[src/rtl/trig_sched_pkg.sv]
// trig_sched_pkg: shared types and constants for the trigger scheduler.
//   state_e  - scheduler FSM states
//   clog2    - width helper for counters and indices
//   *_DEF    - default NREQ / TIMEOUT / GAP values
package trig_sched_pkg;

    localparam int NREQ_DEF    = 4;
    localparam int TIMEOUT_DEF = 16;
    localparam int GAP_DEF     = 1;

    typedef enum logic [1:0] {
        ST_IDLE = 2'd0,
        ST_RUN  = 2'd1,
        ST_GAP  = 2'd2
    } state_e;

    function automatic int clog2(input int value);
        int r;
        r = 0;
        for (int i = 0; i < 31; i++) begin
            if ((1 << i) < value) r = i + 1;
        end
        return r;
    endfunction

endpackage

[src/rtl/trig_sched_if.sv]
// trig_sched_if: requester / trigger-unit side signals of the scheduler.
//   req, trigger            - driven by the requesters and the trigger unit
//   ena, grant, done, err,
//   busy                    - driven by the scheduler
// master: requester/unit side; slave: scheduler side.
interface trig_sched_if
    import trig_sched_pkg::*;
#(
    parameter int NREQ = NREQ_DEF
);
    logic [NREQ-1:0] req;
    logic            trigger;
    logic            ena;
    logic [NREQ-1:0] grant;
    logic [NREQ-1:0] done;
    logic [NREQ-1:0] err;
    logic            busy;

    modport master (
        output req, trigger,
        input  ena, grant, done, err, busy
    );

    modport slave (
        input  req, trigger,
        output ena, grant, done, err, busy
    );
endinterface

[src/rtl/rr_arbiter.sv]
// rr_arbiter: combinational round-robin pick.
//   req   - request vector
//   last  - index granted most recently; search starts at last+1
//   pick  - index of the winning requester
//   valid - at least one request is pending
module rr_arbiter
    import trig_sched_pkg::*;
#(
    parameter int NREQ = NREQ_DEF,
    localparam int IDXW = clog2(NREQ)
) (
    input  logic [NREQ-1:0] req,
    input  logic [IDXW-1:0] last,
    output logic [IDXW-1:0] pick,
    output logic            valid
);

    logic [NREQ-1:0] rot;
    logic [IDXW-1:0] idx;
    logic            found;
    int              ofs;

    always_comb begin
        rot   = '0;
        idx   = '0;
        found = 1'b0;
        ofs   = 0;
        // rot[0] is the requester just after last
        for (int i = 0; i < NREQ; i++) begin
            idx    = IDXW'((int'(last) + 1 + i) % NREQ);
            rot[i] = req[idx];
        end
        for (int i = 0; i < NREQ; i++) begin
            if (rot[i] && !found) begin
                found = 1'b1;
                ofs   = i;
            end
        end
        valid = found;
        pick  = IDXW'((int'(last) + 1 + ofs) % NREQ);
    end

endmodule

[src/rtl/trig_sched.sv]
// trig_sched: shares one ena/trigger pulse unit between NREQ requesters.
//   clk, rst - clock, async active-high reset
//   bus      - slave side of trig_sched_if (req/trigger in; ena/grant/done/err/busy out)
//
// state   | meaning
// --------+-----------------------------------------------------------
// ST_IDLE | ena low, pick next requester round-robin when any req set
// ST_RUN  | ena high for owner until trigger, abort or timeout
// ST_GAP  | ena forced low for GAP cycles so the unit's count clears
module trig_sched
    import trig_sched_pkg::*;
#(
    parameter int NREQ    = NREQ_DEF,
    parameter int TIMEOUT = TIMEOUT_DEF,
    parameter int GAP     = GAP_DEF
) (
    input  logic         clk,
    input  logic         rst,
    trig_sched_if.slave  bus
);

    localparam int IDXW = clog2(NREQ);
    localparam int CNTW = clog2(TIMEOUT + 1);
    localparam int GAPW = clog2(GAP + 1);

    state_e          state_q, state_d;
    logic [CNTW-1:0] cnt_q, cnt_d;
    logic [GAPW-1:0] gap_q, gap_d;
    logic [IDXW-1:0] last_q, last_d;
    logic            ena_q, ena_d;
    logic [NREQ-1:0] grant_q, grant_d;
    logic [NREQ-1:0] done_q, done_d;
    logic [NREQ-1:0] err_q, err_d;
    logic            busy_q, busy_d;

    logic [IDXW-1:0] pick;
    logic            pick_valid;

    rr_arbiter #(.NREQ(NREQ)) u_arb (
        .req   (bus.req),
        .last  (last_q),
        .pick  (pick),
        .valid (pick_valid)
    );

    always_comb begin
        state_d = state_q;
        cnt_d   = cnt_q;
        gap_d   = gap_q;
        last_d  = last_q;
        ena_d   = ena_q;
        grant_d = grant_q;
        done_d  = '0;
        err_d   = '0;

        case (state_q)
            ST_IDLE: begin
                if (pick_valid) begin
                    state_d = ST_RUN;
                    grant_d = NREQ'(1) << pick;
                    ena_d   = 1'b1;
                    cnt_d   = CNTW'(1);
                    last_d  = pick;
                end
            end
            ST_RUN: begin
                // trigger beats abort, abort beats timeout
                if (bus.trigger || !bus.req[last_q] || cnt_q == CNTW'(TIMEOUT)) begin
                    state_d = ST_GAP;
                    ena_d   = 1'b0;
                    grant_d = '0;
                    gap_d   = GAPW'(GAP);
                    if (bus.trigger)             done_d = grant_q;
                    else if (bus.req[last_q])    err_d  = grant_q;
                end else begin
                    cnt_d = cnt_q + 1'b1;
                end
            end
            ST_GAP: begin
                if (gap_q == GAPW'(1)) state_d = ST_IDLE;
                else                   gap_d   = gap_q - 1'b1;
            end
            default: begin
                state_d = ST_IDLE;
                ena_d   = 1'b0;
                grant_d = '0;
            end
        endcase

        busy_d = (state_d != ST_IDLE);
    end

    always_ff @(posedge clk or posedge rst) begin
        if (rst) begin
            state_q <= ST_IDLE;
            cnt_q   <= '0;
            gap_q   <= '0;
            last_q  <= IDXW'(NREQ - 1);
            ena_q   <= 1'b0;
            grant_q <= '0;
            done_q  <= '0;
            err_q   <= '0;
            busy_q  <= 1'b0;
        end else begin
            state_q <= state_d;
            cnt_q   <= cnt_d;
            gap_q   <= gap_d;
            last_q  <= last_d;
            ena_q   <= ena_d;
            grant_q <= grant_d;
            done_q  <= done_d;
            err_q   <= err_d;
            busy_q  <= busy_d;
        end
    end

    assign bus.ena   = ena_q;
    assign bus.grant = grant_q;
    assign bus.done  = done_q;
    assign bus.err   = err_q;
    assign bus.busy  = busy_q;

endmodule

[src/flat_wrapper.sv]
// flat-port wrapper written by rule: the top's interface ports become plain ports
module trig_sched_flat import trig_sched_pkg::*;
#(
    parameter int NREQ    = NREQ_DEF,
    parameter int TIMEOUT = TIMEOUT_DEF,
    parameter int GAP     = GAP_DEF
)
  (clk, rst, bus_req, bus_trigger, bus_ena, bus_grant, bus_done, bus_err, bus_busy);
  trig_sched_if #(.NREQ(NREQ)) bus_i ();
  input  logic clk;
  input  logic rst;
  input wire logic [$bits(bus_i.req)-1:0] bus_req;
  input wire logic [$bits(bus_i.trigger)-1:0] bus_trigger;
  output wire logic [$bits(bus_i.ena)-1:0] bus_ena;
  output wire logic [$bits(bus_i.grant)-1:0] bus_grant;
  output wire logic [$bits(bus_i.done)-1:0] bus_done;
  output wire logic [$bits(bus_i.err)-1:0] bus_err;
  output wire logic [$bits(bus_i.busy)-1:0] bus_busy;
  assign bus_i.req = bus_req;
  assign bus_i.trigger = bus_trigger;
  assign bus_ena = bus_i.ena;
  assign bus_grant = bus_i.grant;
  assign bus_done = bus_i.done;
  assign bus_err = bus_i.err;
  assign bus_busy = bus_i.busy;
  trig_sched #(.NREQ(NREQ), .TIMEOUT(TIMEOUT), .GAP(GAP)) u_core (.clk(clk), .rst(rst), .bus(bus_i));
endmodule
[config.mk]
export PLATFORM = sky130hd
export DESIGN_NAME = trig_sched_flat
export DESIGN_NICKNAME = d
export VERILOG_FILES = /design/src/rtl/trig_sched_pkg.sv /design/src/rtl/trig_sched_if.sv /design/src/rtl/rr_arbiter.sv /design/src/rtl/trig_sched.sv /design/src/flat_wrapper.sv
export SDC_FILE = /design/constraint.sdc
export NUM_CORES = 1
export LEC_CHECK = 0
export CAP_MARGIN = 0
export CORE_UTILIZATION = 55
export DETAILED_ROUTE_END_ITERATION = 8
export MAX_ROUTING_LAYER = met4
export PLACE_DENSITY = 0.82
export SYNTH_ARGS = -nofsm -noshare
export SYNTH_HDL_FRONTEND = slang
export SYNTH_SLANG_ARGS = --single-unit
[constraint.sdc]
create_clock -name clk -period 4.22 [get_ports clk]
set_input_delay 0.633 -clock clk [delete_from_list [all_inputs] [get_ports clk]]
set_output_delay 0.633 -clock clk [all_outputs]
set_load 0.01 [all_outputs]
==> flow_summary.json, run 1 <==
{
  "criticalPathCategory": "input pin to flip-flop",
  "layout.cells.non_filler": 163,
  "avgRoutedWirePerCell_um": 14.0,
  "routed_via_density": 5.70,
  "boundaryPins": 21,
  "p_per_area_nw_per_um2": 650,
  "cts_sinks": 24,
  "async_reset_ff_share_pct": 100,
  "ant_nets": 0,
  "hpwl_mm": 1.61,
  "synth.top_cell.area_share_pct": 44.8,
  "ctsResizeCount": 0,
  "whs_ns": 0.477,
  "setup_viol_count_final": 0,
  "ys_seq_elements": 24,
  "p_leak_uw": 0.000691,
  "report.final.hold_viol_count": 0,
  "first_global_vias": 908,
  "die_h_um": 49.3,
  "cp.required_ns": 4.44,
  "drive_gt1_share_pct": 12.5,
  "gp_congestion": 0.850,
  "cts_setup_buffers": 0,
  "vias": 929,
  "ir_drop_v": 0.000494,
  "synth_most_common_cell": "dfrtp_1",
  "skew_ns": 0.00557,
  "syn_area_per_cell_sq_um": 10.5,
  "ys_top_cells_by_area": "dfrtp_1, dfstp_2, and3_1",
  "cts_buffers": 3,
  "synth.distinct_cells": 42,
  "htreeDepth": 1,
  "max_cap_viol_count": 0,
  "layout.nets": 147,
  "dieArea_sq_um": 2430,
  "drc": 0,
  "grt_start_max_net_pins": 25,
  "clk_latency_ns": 0.32,
  "yosysTopAreaCell": "dfrtp_1",
  "critPathCaptureType": "flip-flop",
  "slew_viol_final": 0,
  "tns_ns": 0,
  "grt_overflow_total": 0,
  "drt_first_pass_iters": 4,
  "ys.warnings.count": 0,
  "clk_transition_reported_paths_ns": 0.13,
  "finalCritPeriodShare_pct": 62.1,
  "initial_core_util_pct": 60.8,
  "postSynthCellCount": 117,
  "cts_buffer_depth": 2,
  "diodes": 0,
  "core.rowCount": 16,
  "rsz0062_at_grt": "no",
  "die_w_um": 49.3,
  "root_buffer": "clkbuf_4",
  "first_iter_violations": 33,
  "wirelength_mm": 2.29,
  "grt_use_total_pct": 21.9,
  "relSlewSlack_pct": 33.8,
  "place_inst": 159,
  "core_area_sq_um": 2020,
  "critPathLaunchType": "input pin",
  "antenna_found_initial": 0,
  "synth_edf_count": 0,
  "port_buffers": 20,
  "period_needed_ns": 2.62,
  "synth_area_sq_um": 1230,
  "ys_seq_area_share_pct": 49.1,
  "finalCoreUtilization_pct": 73.0,
  "crit_arrival_ns": 2.84,
  "area_growth_pct": 20.2,
  "cts_hold_buf": 0,
  "tritoncts": "yes",
  "crit_fanout": 10,
  "worst_pin_slew_ns": 0.985,
  "synth_nets": 127,
  "synth_ff_type": "dfrtp_1",
  "yosys-top-cells-count": "dfrtp_1, nor2_1, nand2_1",
  "grt_pass1_wl_mm": 4.02,
  "hold_path.class": "flip-flop to flip-flop",
  "run_status": "finished, final reports clean",
  "fmax_ghz": 0.382
}
==> worst paths after layout <==
check,startpoint,endpoint,slack [ns],cells past startpoint
min in group asynchronous,rst,u_core.bus.err[2],0.77,2
max in group asynchronous,rst,u_core.bus.grant[1],2.93,2
max reg2reg,u_core.last_q[0],u_core.bus.grant[3],1.88,8
max,bus_req[1],u_core.bus.grant[3],1.60,9
min reg2reg,u_core.cnt_q[4],u_core.cnt_q[4],0.48,1
min,u_core.cnt_q[4],u_core.cnt_q[4],0.48,1
==> critical path: stages <==
cell	delay, ns
clkdlybuf4s50_1	0.64
nor2_1	0.07
a221oi_1	0.28
o21ai_0	0.13
ha_1	0.21
xnor2_1	0.15
xnor2_1	0.29
xnor2_2	0.15
a32o_1	0.28
==> per-stage QoR <==
stage / setup WS [ns] / instance area, sq um / power, uW
floorplan: 2.04 / 1230 / 676
global placement: 1.44 / 1420 / 774
detailed placement: 1.36 / 1420 / 786
CTS: 1.64 / 1480 / 959
global route: 1.38 / 1480 / 1020
finish: 1.60 / 1480 / 960
==> registers in the layout, summed over array words and instances, names as in the netlist <==
signal,count
u_core.bus.err,4
u_core.bus.done,4
u_core.bus.grant,4
u_core.state_q,2
u_core.last_q,2
u_core.bus.ena,1
u_core.cnt_q,5
u_core.bus.busy,1
u_core.gap_q,1
==> kinds of logic after synthesis <==
logic type	Yosys count	synth area share (%)
mux	5	4.68
simple gates	50	21.5
xor+xnor	4	3.46
compound gates	20	13.2
fa+ha+maj	3	3.06
buf+inv	11	4.99
flops	24	49.1
==> cells in the final DEF (no fill, tap or decap), types with 3 or more instances in the layout <==
cell | synthesis | routed
clkdlybuf4s50_1 | 0 | 20
dfrtp_1 | 22 | 22
inv_1 | 5 | 5
nor2_1 | 13 | 13
ha_1 | 3 | 3
nand3_1 | 3 | 3
a21oi_1 | 3 | 3
clkbuf_4 | 0 | 3
and3_1 | 8 | 8
xnor2_1 | 3 | 3
nor3_1 | 3 | 3
nand2_1 | 9 | 9
o21ai_0 | 3 | 3
==> metal layers <==
layer	GRT usage (%)	routed length (um)	vias up
li1	-	-	453
met1	28.4	1030	441
met2	35.8	1100	31
met3	2.49	128	4
met4	6.86	24	0
met5	-	0	-
==> layout make-up <==
| type | count | area [sq um] |
|---|---|---|
| Clock inverter | 1 | 30.0 |
| Sequential cell | 24 | 603 |
| Tap cell | 27 | 33.8 |
| Inverter | 6 | 22.5 |
| Multi-Input combinational cell | 82 | 564 |
| Fill cell | 145 | 546 |
| Clock buffer | 3 | 22.5 |
| Timing Repair Buffer | 20 | 200 |
==> report_power, final <==
group          total, uW  switching [uW]  leakage, uW  internal (uW)
sequential           354            64.8     0.000306            290
clock                165            69.2    0.0000279           96.1
combinational        441             230     0.000357            211
Power figures use the tool's default switching activity.
==> run 2, diff against run 1 <==
Settings changed: CORE_UTILIZATION 55 to 46, PLACE_DENSITY 0.82 to 0.74.
Clock period 4.22 ns to 2.4 ns, I/O delays scaled along.
==> run 2 against run 1 <==
Compared with the run above: critical path depth decreased by 1; power is 65% higher; die area rose by 19%; utilization is 13 points lower; critical path type is now flip-flop to flip-flop.
==> flow_summary.json, run 2 (synthesized netlist as in run 1, its figures left out) <==
{
  "run_status": "finished, final reports clean",
  "crit_arrival_ns": 2.48,
  "relSlewSlack_pct": 66.8,
  "path_depth": 8,
  "period_needed_ns": 2.28,
  "p_per_area_nw_per_um2": 1050,
  "slew_viol_final": 0,
  "crit_fanout": 11,
  "r2r_start": "u_core.last_q[0]",
  "grt_overflow_total": 0,
  "cts_buffer_depth": 2,
  "root_buffer": "clkbuf_4",
  "power.total_uw": 1590,
  "antenna_found_initial": 0,
  "die_h_um": 53.7,
  "clk_transition_reported_paths_ns": 0.11,
  "grt_start_max_net_pins": 25,
  "layout.nets": 154,
  "report.final.hold_viol_count": 0,
  "grt_use_met1_pct": 27.4,
  "critPathCaptureType": "flip-flop",
  "grt_pass1_wl_mm": 4.12,
  "wirelength_mm": 2.39,
  "core.rowCount": 18,
  "rsz0062_at_grt": "no",
  "area_growth_pct": 22.6,
  "register_area_sq_um": 603,
  "final_common_cell": "dfrtp_1",
  "cts_setup_buffers": 0,
  "boundaryPins": 21,
  "regToRegEndpoint": "u_core.bus.grant[3]",
  "path_buf_inv": 0,
  "routed_via_density": 5.71,
  "ant_nets": 0,
  "tritoncts": "yes",
  "hold_path.class": "input pin to async pin",
  "gp_congestion": 0.790,
  "final_cell_mix": "dfrtp_1, clkdlybuf4s50_1, nor2_1",
  "die_w_um": 53.7,
  "grt_use_total_pct": 20.9,
  "ctsResizeCount": 0,
  "core_area_sq_um": 2500,
  "p_leak_uw": 0.000712,
  "finalCritPeriodShare_pct": 95.0,
  "criticalPathCategory": "flip-flop to flip-flop",
  "ir_drop_v": 0.000772,
  "largest_reg_flops": 5,
  "worst_pin_slew_ns": 0.493,
  "cts_buffers": 3,
  "cts_hold_buf": 0,
  "port_buffers": 20,
  "cpLargestDelayFamily": "compound AO/OA/AOI/OAI gates",
  "skew_ns": 0.00243,
  "path_common_cell": "xnor2_1",
  "slowest_stage": "dfstp_2",
  "first_iter_violations": 23,
  "max_cap_viol_count": 0,
  "slowest_delay_ns": 0.67,
  "critPathLaunchType": "flip-flop",
  "htreeDepth": 1,
  "r2r_cells": 8,
  "first_global_vias": 892,
  "hpwl_mm": 1.85,
  "drc": 0,
  "diodes": 0,
  "setup_viol_count_final": 0,
  "vias": 987,
  "top_register": "u_core.cnt_q",
  "grtUsageMet2_pct": 31.1,
  "dieArea_sq_um": 2880,
  "drive_gt1_share_pct": 16.1,
  "top_usage_layer": "met2",
  "fillers": 224,
  "initial_core_util_pct": 49.1,
  "r2r_slack_ns": 0.12,
  "multiInputGateArea_sq_um": 564,
  "met3_usage_pct": 5.93,
  "fmax_ghz": 0.439,
  "crit_chain": "nor2_1, a221oi_1, o21ai_0, ha_1, xnor2_1, xnor2_1, xnor2_2, a32o_1",
  "cts_sinks": 24,
  "clk_latency_ns": 0.30,
  "whs_ns": 0.379,
  "cp.required_ns": 2.60,
  "avgRoutedWirePerCell_um": 13.8,
  "drt_first_pass_iters": 4
}
run 2: through the flow:
stage	setup TNS, ns	setup WS, ns	cells	util [%]	area (sq um)
global placement	-0.00943	-0.00943	169	59.2	1480
finish	0	0.120	173	60.3	1510
floorplan	0	0.331	117	-	1230
CTS	0	0.111	173	60.3	1510
global route	0	0.00968	173	60.3	1510
detailed placement	-0.383	-0.142	169	59.2	1480
run 2: cell type report:
type	count	share of cell area, %
tap	30	2.49
clock buffer	4	1.74
multi-input combinational	82	37.5
timing repair buffer	27	16.8
sequential	24	40.0
inverter	6	1.50
run 2: worst max path at each step:
stage,start,slack [ns],endpoint
after floorplan,u_core.last_q[0],0.33,u_core.bus.grant[3]
after global placement,bus_req[0],-0.009,u_core.bus.grant[3]
after detailed placement,bus_req[0],-0.14,u_core.bus.grant[3]
after CTS,u_core.last_q[0],0.11,u_core.bus.grant[3]
after global routing,u_core.last_q[0],0.01,u_core.bus.grant[3]
final,u_core.last_q[0],0.12,u_core.bus.grant[3]
run 2: worst reg2reg max path, stage by stage, from the launching register on:
cell and delay (ns):
dfstp_2 0.67, nor2_1 0.08, a221oi_1 0.28, o21ai_0 0.14, ha_1 0.22, xnor2_1 0.14, xnor2_1 0.23, xnor2_2 0.14
a32o_1 0.28
run 2: where the power goes:
group          total (uW)  internal (uW)  switching [uW]
sequential            621            509             112
combinational         795            389             406
clock                 171           64.9             106
run 2: layer usage:
layer  routed length (um)  vias up
met3                   96        7
met1                 1130      487
met4                   46        0
li1                     -      466
met5                    0        -
met2                 1120       27
==> run 3, diff against run 2 <==
Settings changed: ABC_AREA from default to 1, CORE_UTILIZATION 46 to 47.
==> run 3 against run 2 <==
Compared with the run above: non-clock buffer count down 6; combinational power rose by 47%; wire length up 12%; highest routed layer unchanged.
==> flow_summary.json, run 3 <==
{
  "ys_seq_area_share_pct": 44.9,
  "grt_start_max_net_pins": 25,
  "root_buffer": "clkbuf_4",
  "port_buffers": 20,
  "tns_ns": 0,
  "crit_fanout": 9,
  "ys_seq_elements": 24,
  "cts_buffer_depth": 2,
  "grt_overflow_total": 0,
  "p_seq_share_pct": 30.5,
  "cp.required_ns": 2.66,
  "cts_hold_buf": 0,
  "relSlewSlack_pct": 72.3,
  "ys_top_cells_by_area": "dfrtp_1, nand2_1, nand3_1",
  "ctsResizeCount": 0,
  "cts_setup_buffers": 0,
  "criticalPathCategory": "flip-flop to flip-flop",
  "p_per_area_nw_per_um2": 1310,
  "htreeDepth": 1,
  "routed_via_density": 5.07,
  "synth_ff_type": "dfrtp_1",
  "drc": 0,
  "path_buf_inv": 0,
  "r2r_cells": 11,
  "critPathLaunchType": "flip-flop",
  "switchingPower_uw": 1000,
  "synth.top_cell.area_share_pct": 41.0,
  "die_h_um": 55.5,
  "syn_area_per_cell_sq_um": 7.68,
  "slowest_delay_ns": 0.69,
  "first_iter_violations": 24,
  "path_common_cell": "nand2_1",
  "grt_pass1_wl_mm": 4.95,
  "synth_nets": 185,
  "yosys-top-cells-count": "nand2_1, dfrtp_1, inv_1",
  "clk_transition_reported_paths_ns": 0.14,
  "cpLargestDelayFamily": "simple AND/OR/NAND/NOR gates",
  "crit_chain": "nand2_1, nand3_1, nand2_2, a21oi_1, nor2_1, ha_1, xor2_1, nand3_1, nand2_1, nand2_1, nand2_1",
  "final_cell_mix": "nand2_1, inv_1, dfrtp_1",
  "cts_buffers": 3,
  "vias": 1160,
  "diodes": 0,
  "yosysTopAreaCell": "dfrtp_1",
  "core_area_sq_um": 2730,
  "tritoncts": "yes",
  "design_area_sq_um": 1620,
  "dpl_cell_area_sq_um": 1560,
  "avgRoutedWirePerCell_um": 11.7,
  "top_register": "u_core.cnt_q",
  "die_w_um": 55.5,
  "boundaryPins": 21,
  "skew_ns": 0.0140,
  "gp_congestion": 0.872,
  "finalCoreUtilization_pct": 59.1,
  "finalCritPeriodShare_pct": 86.9,
  "p_sw_share_pct": 47.4,
  "path_depth": 11,
  "ys.warnings.count": 0,
  "worst_slack_ns": 0.315,
  "max_cap_viol_count": 0,
  "synth_most_common_cell": "nand2_1",
  "final_common_cell": "nand2_1",
  "period_needed_ns": 2.09,
  "ir_drop_v": 0.000811,
  "cts_sinks": 24,
  "largest_reg_flops": 5,
  "postSynthCellCount": 175,
  "layout.nets": 209,
  "setup_viol_count_final": 0,
  "synth_area_sq_um": 1340,
  "drt_first_pass_iters": 4,
  "report.final.hold_viol_count": 0,
  "p_clk_share_pct": 13.9,
  "worst_pin_slew_ns": 0.414,
  "synth_edf_count": 0,
  "antenna_found_initial": 0,
  "internal_power_uw": 1110,
  "slew_viol_final": 0,
  "dieArea_sq_um": 3080,
  "rsz0062_at_grt": "no",
  "combPwrFrac_pct": 55.6,
  "initial_core_util_pct": 49.2,
  "core.rowCount": 19,
  "first_global_vias": 1159,
  "run_status": "finished, final reports clean",
  "critPathCaptureType": "flip-flop",
  "async_reset_ff_share_pct": 100,
  "p_leak_uw": 0.000864,
  "hpwl_mm": 2.03,
  "power.total_uw": 2110,
  "wirelength_mm": 2.67,
  "ant_nets": 0,
  "synth.distinct_cells": 21,
  "crit_arrival_ns": 2.35,
  "pre_cts_ws_ns": 0.156,
  "hold_path.class": "input pin to async pin",
  "slowest_stage": "dfstp_2",
  "drive_gt1_share_pct": 12.6,
  "clk_latency_ns": 0.32,
  "grt_use_total_pct": 20.8,
  "fmax_ghz": 0.480,
  "area_growth_pct": 20.3
}
==> run 3: cell types whose count changed in the layout (fill, tap and decap cells not counted), moves of 3 or more <==
cell / before / now
nand2_1: 9 / 59
inv_1: 5 / 22
nand3_1: 3 / 19
nand2_2: 0 / 10
and3_1: 8 / 0
buf_4: 7 / 1
nand2_4: 0 / 3
xor2_1: 0 / 3
==> run 3: final timing paths <==
| path | slack [ns] | from | to |
|---|---|---|---|
| max in group asynchronous | 1.74 | rst | u_core.last_q[1] |
| min reg2reg | 0.49 | u_core.gap_q | u_core.gap_q |
| min | 0.36 | rst | u_core.bus.err[2] |
| max | 0.31 | u_core.last_q[0] | u_core.last_q[1] |
| max reg2reg | 0.31 | u_core.last_q[0] | u_core.last_q[1] |
| min in group clk | 0.49 | u_core.gap_q | u_core.gap_q |
==> run 3: through the flow <==
step	instances	hold slack, ns
after floorplan	175	0.373
after global placement	225	0.460
after detailed placement	225	0.469
after CTS	229	0.368
after global routing	229	0.380
final	229	0.359
==> run 3: metal layers <==
metal / global-route usage [%] / wire (um) / up-vias
met1: 25.7 / 1190 / 541
li1: - / - / 590
met4: 6.79 / 44 / 0
met2: 33.0 / 1350 / 22
met3: 5.62 / 89 / 7
met5: - / 0 / -
==> run 3: logic make-up after synthesis <==
kind of cell | Yosys count | share of synthesized area [%]
AO/OA/AOI/OAI | 4 | 1.49
adder cells (fa/ha/maj) | 3 | 2.79
AND/OR/NAND/NOR | 114 | 39.0
flip-flops | 24 | 44.9
buffers and inverters | 26 | 9.22
XOR/XNOR | 4 | 2.61
==> run 3: cell type report <==
type	count	area (sq um)
Tap cell	31	38.8
Clock inverter	1	30.0
Inverter	24	97.6
Fill cell	246	1120
Sequential cell	24	603
Timing Repair Buffer	21	208
Multi-Input combinational cell	125	617
Clock buffer	3	22.5
==> run 3: power by group through the flow <==
stage | combinational (uW) | sequential [uW] | clock, uW
floorplan | 944 | 625 | 0
global placement | 1130 | 645 | 0
detailed placement | 1180 | 651 | 0
CTS | 1180 | 643 | 301
global route | 1360 | 659 | 317
finish | 1170 | 645 | 293
==> run 3: tightest hold or removal path: stages <==
cell             delay [ns]
clkdlybuf4s50_1        0.39
inv_1                  0.05
buf_4                  0.29
